[src/rtl/seg_scan_sequencer.sv]
// seg_scan_sequencer: 4-digit display scan sequencer with per-slot blanking; define SCAN_SKIP_MASKED_EN to shorten masked slots to the blank interval
module seg_scan_sequencer #(
  parameter int SCAN_DIV     = 50000,
  parameter int BLANK_CYCLES = 8,
  parameter int DIV_WIDTH    = 16
) (
  input  logic        Clk,
  input  logic        Rst,
  input  logic        Run,
  input  logic [15:0] Data,
  input  logic [3:0]  Mask,
  output logic [1:0]  W,
  output logic        En,
  output logic [3:0]  Nibble,
  output logic        Frame
);
  localparam logic [1:0] IDLE  = 2'd0;
  localparam logic [1:0] BLANK = 2'd1;
  localparam logic [1:0] SHOW  = 2'd2;
  localparam logic [DIV_WIDTH-1:0] SLOT_LAST  = DIV_WIDTH'(SCAN_DIV - 1);
  localparam logic [DIV_WIDTH-1:0] BLANK_LAST = DIV_WIDTH'(BLANK_CYCLES - 1);

  logic [1:0]           state_q, state_d;
  logic [DIV_WIDTH-1:0] cnt_q, cnt_d;
  logic [1:0]           w_q, w_d, w_n;
  logic                 en_q, en_d;
  logic [3:0]           nib_q, nib_d;
  logic                 mask_q, mask_d;
  logic                 frame_q, frame_d;
  logic                 skip, adv;

`ifdef SCAN_SKIP_MASKED_EN
  assign skip = mask_q;
`else
  assign skip = 1'b0;
`endif

  // Slot sequencing: a new slot starts from IDLE or at the end of the current slot
  always_comb begin
    adv     = (state_q == SHOW && cnt_q == SLOT_LAST) || (state_q == BLANK && skip && cnt_q == BLANK_LAST);
    w_n     = (state_q == IDLE) ? 2'd0 : w_q + 2'd1;
    state_d = state_q;
    cnt_d   = cnt_q + 1'b1;
    w_d     = w_q;
    en_d    = en_q;
    nib_d   = nib_q;
    mask_d  = mask_q;
    frame_d = 1'b0;
    if (!Run) begin
      state_d = IDLE;
      cnt_d   = '0;
      en_d    = 1'b0;
    end else if (state_q == IDLE || adv) begin
      state_d = BLANK;
      cnt_d   = '0;
      w_d     = w_n;
      nib_d   = Data[{w_n, 2'b00} +: 4];
      mask_d  = Mask[w_n];
      en_d    = 1'b0;
      frame_d = adv && w_q == 2'd3;
    end else if (state_q == BLANK && cnt_q == BLANK_LAST) begin
      state_d = SHOW;
      en_d    = ~mask_q;
    end
  end

  // State and output registers, asynchronously cleared
  always_ff @(posedge Clk or posedge Rst) begin
    if (Rst) begin
      state_q <= IDLE;
      cnt_q   <= '0;
      w_q     <= 2'd0;
      en_q    <= 1'b0;
      nib_q   <= 4'd0;
      mask_q  <= 1'b0;
      frame_q <= 1'b0;
    end else begin
      state_q <= state_d;
      cnt_q   <= cnt_d;
      w_q     <= w_d;
      en_q    <= en_d;
      nib_q   <= nib_d;
      mask_q  <= mask_d;
      frame_q <= frame_d;
    end
  end

  assign W      = w_q;
  assign En     = en_q;
  assign Nibble = nib_q;
  assign Frame  = frame_q;
endmodule

[config.mk]
export PLATFORM = sky130hd
export DESIGN_NAME = seg_scan_sequencer
export DESIGN_NICKNAME = d
export VERILOG_FILES = /design/src/rtl/seg_scan_sequencer.sv
export SDC_FILE = /design/constraint.sdc
export NUM_CORES = 1
export LEC_CHECK = 0
export BUFFER_PORTS_ARGS = -buffer_cell sky130_fd_sc_hd__buf_2
export CAP_MARGIN = 40
export CELL_PAD_IN_SITES_DETAIL_PLACEMENT = 1
export CELL_PAD_IN_SITES_GLOBAL_PLACEMENT = 2
export CORE_MARGIN = 2
export CORE_UTILIZATION = 30
export DETAILED_ROUTE_END_ITERATION = 8
export PLACE_DENSITY_LB_ADDON = 0.2
export SYNTH_ARGS = -nofsm -noshare
export SYNTH_HDL_FRONTEND = slang
export SYNTH_SLANG_ARGS = --single-unit
[constraint.sdc]
create_clock -name Clk -period 1.7 [get_ports Clk]
set_input_delay 0.34 -clock Clk [delete_from_list [all_inputs] [get_ports Clk]]
set_output_delay 0.34 -clock Clk [all_outputs]
set_load 0.01 [all_outputs]
==> summary.txt <==
Status
  • Status: completed

Synthesis
  • Yosys reg bits: 27
  • Mapped Area: 0.001486 mm²
  • Syn nets: 169
  • Top cell type's share of synthesized area: 0.4545
  • Avg Inst Size Synth: 10.32 µm²
  • Post-synthesis sequential area ratio: 0.4545
  • Yosys top cell by area: dfrtp_1
  • Distinct cells, synth: 36
  • Yosys warning total: 0
  • Cells after Synth: 144
  • Area contributors post-synth: dfrtp_1, xor2_1, mux2_4

Clock network
  • Max Root-Sink Buffers: 2
  • Htree depth: 1
  • Clock Sinks: 27
  • Root buffer cell: clkbuf_8
  • CTS Hold Bufs: 0
  • Clk_lat worst skew: 290 ps
  • Total CTS buffers: 3
  • CTS tree: yes
  • Clock transition at path regs: 110 ps

Setup path
  • Critical path's top delay family: simple AND/OR/NAND/NOR gates
  • Worst Path Max Fanout: 8
  • Critical path class: reg -> reg
  • Flop2flop setup slack: 10 ps
  • Slowest cell on crit path: dfrtp_1
  • Worst Setup End Kind: flip-flop
  • CP bufs+invs: 1
  • CP Cell Sequence: nor4_4 -> nand3_4 -> o31a_1 -> buf_12 -> mux2_4
  • Crit path launch type: flip-flop
  • CP peak stage delay: 420 ps
  • Crit path DAT: 1870 ps
  • Req. time, crit path: 1880 ps

Global route
  • Vias in the first global route: 1291
  • Initial antenna violation count: 0
  • Total global-route track usage: 0.1474
  • Grt met2 use: 0.2419
  • Met3 Track Usage GR: 0.02846
  • Global route total overflow: 0
  • First-pass GRT wire length: 6154 µm
  • Busiest grt layer: met2
  • Global routing usage on met1: 0.1985
  • Largest net degree at the start of global routing: 28

Place
  • Dpl hpwl: 2880 µm
  • Gp weighted congestion: 0.7301
  • I/O Buffers: 30

Power
  • Total power: 1790 µW
  • Pwr Density: 901.1 mW/mm²
  • Maximum vdd drop: 0.5442 mV
  • Static leakage: 0.0009450 µW

Final layout
  • Most frequent cells in the layout: buf_2, dfrtp_1, buf_4
  • Area Growth Syn to Fin: 33.67%
  • Layout cells sized above 1: 0.4040
  • Layout Utilization: 0.4179
  • Commonest non-fill, non-tap cell in the layout: buf_2
  • Layout Nets: 224
  • Antenna cells: 0

Timing
  • Max-slew violation total from the final report: 0
  • Fin. Hold Viols: 0
  • Slew @ Worst Pin: 349.4 ps
  • Max Clk Rate: 0.5923 GHz
  • Relative slew slack: 0.7671
  • Final setup skew: 16.90 ps
  • Final worst-path cycle share: 0.9932
  • TNS Setup: 0 ps
  • Final min period: 1688 ps
  • RSZ-0062 raised after global routing: yes
  • Setup Viol. Count Final: 0

Die
  • Die height: 74.39 µm
  • Die Wd: 74.39 µm
  • Row count: 25
  • Die ar.: 0.005534 mm²
  • Boundary Pins: 31
  • Initial Utilization: 0.3126
  • Core area: 0.004755 mm²

Job
  • Max cap viols: 0

Detailed routing
  • Routed wire length per instance: 14.32 µm
  • DRC viols: 0
  • Final wirelength: 3795 µm
  • 1st-pass router iterations: 3
  • Post-route ant nets: 0
  • Via density: 4.691
  • DRT iter0 DRCs: 55
  • DR vias: 1243

Min path
  • Hold/Removal Path Class: in -> async
[logic make-up (layout without fill, tap and decap cells)]
logic type               count (synthesis)  after routing  share of synthesized area
AND/OR/NAND/NOR                         54             54                     0.2113
flip-flops                              27             27                     0.4545
AO/OA/AOI/OAI                           24             24                     0.1061
buffers and inverters                   14             68                    0.04882
multiplexers                            12             12                    0.09764
XOR/XNOR                                11             11                    0.06482
adder cells (fa/ha/maj)                  2              2                    0.01683
[per-layer routing]
layer	share of wire	up-vias
met5	0	-
met3	0.022	4
met2	0.50	12
li1	-	614
met4	0.010	0
met1	0.46	613
[final cells by class]
class / count / area [µm²]
tap: 67 / 83.83
inverter: 5 / 18.77
timing repair buffer: 59 / 384.1
clock inverter: 1 / 7.507
clock buffer: 3 / 41.29
multi-input combinational: 103 / 775.7
sequential: 27 / 675.6
fill: 580 / 2768
[synth_stat cells, drive strengths merged]
| cell type | count |
|---|---|
| o21ba | 1 |
| inv | 5 |
| nor2b | 5 |
| dfrtp | 27 |
| xnor2 | 2 |
| nand2 | 6 |
| buf | 6 |
| and2 | 2 |
| and4b | 1 |
| ha | 2 |
| mux2i | 7 |
| o221ai | 1 |
| o21ai | 6 |
| o31a | 1 |
| and3 | 2 |
| nand4 | 7 |
| and4 | 2 |
| nand3 | 5 |
| nor3 | 2 |
| nor4 | 2 |
| or3 | 5 |
| o21bai | 1 |
| a21oi | 9 |
| nor4b | 1 |
| nor2 | 14 |
| a211oi | 5 |
| clkbuf | 3 |
| xor2 | 9 |
| mux2 | 5 |
[tightest hold or removal path, cell delays in order]
cell,delay (ps)
buf_2,90
inv_1,40
buf_4,320
[flip-flops by register name, summed over array words and instances, names as in the netlist]
signal,cells
state_q,2
W,2
cnt_q,16
mask_q,1
Frame,1
Nibble,4
En,1
[stage by stage]
step           setup WS (ps)  instance area (µm²)  std cells  hold slack [ps]
3_5_place_dp          -14.44                 1894        259            425.3
3_3_place_gp           16.87                 1894        259            417.7
4_1_cts                3.083                 1951        264            107.6
6_report               11.63                 1987        265            94.88
2_1_floorplan          8.378                 1501        144            392.7
5_1_grt               -55.50                 1987        265            151.3
[what timing repair did]
action | CTS | global route
setup buffers | 1 | 1
gates resized for setup | 1 | 5
pin swaps | 0 | 0
endpoints found under the hold margin | 0 | 0
endpoints found under the setup margin | 6 | 18
[where the power goes]
| part | switching [µW] | total (µW) | leakage, µW | internal (µW) |
|---|---|---|---|---|
| combinational | 298 | 623 | 0.000563 | 325 |
| sequential | 54.6 | 785 | 0.000360 | 730 |
| clock | 216 | 383 | 0.0000217 | 167 |
[path summary, 6_finish.rpt]
check | from | to | cells after the start
hold / removal | Rst | cnt_q[6] | 3
hold reg to reg | Nibble[3] | Nibble[3] | 1
max in group asynchronous | Rst | cnt_q[12] | 3
setup / recovery | cnt_q[10] | Nibble[3] | 5
setup reg to reg | cnt_q[10] | Nibble[3] | 5
min in group Clk | Run | Frame | 3
Note: power is estimated with default switching activity, not from simulation.
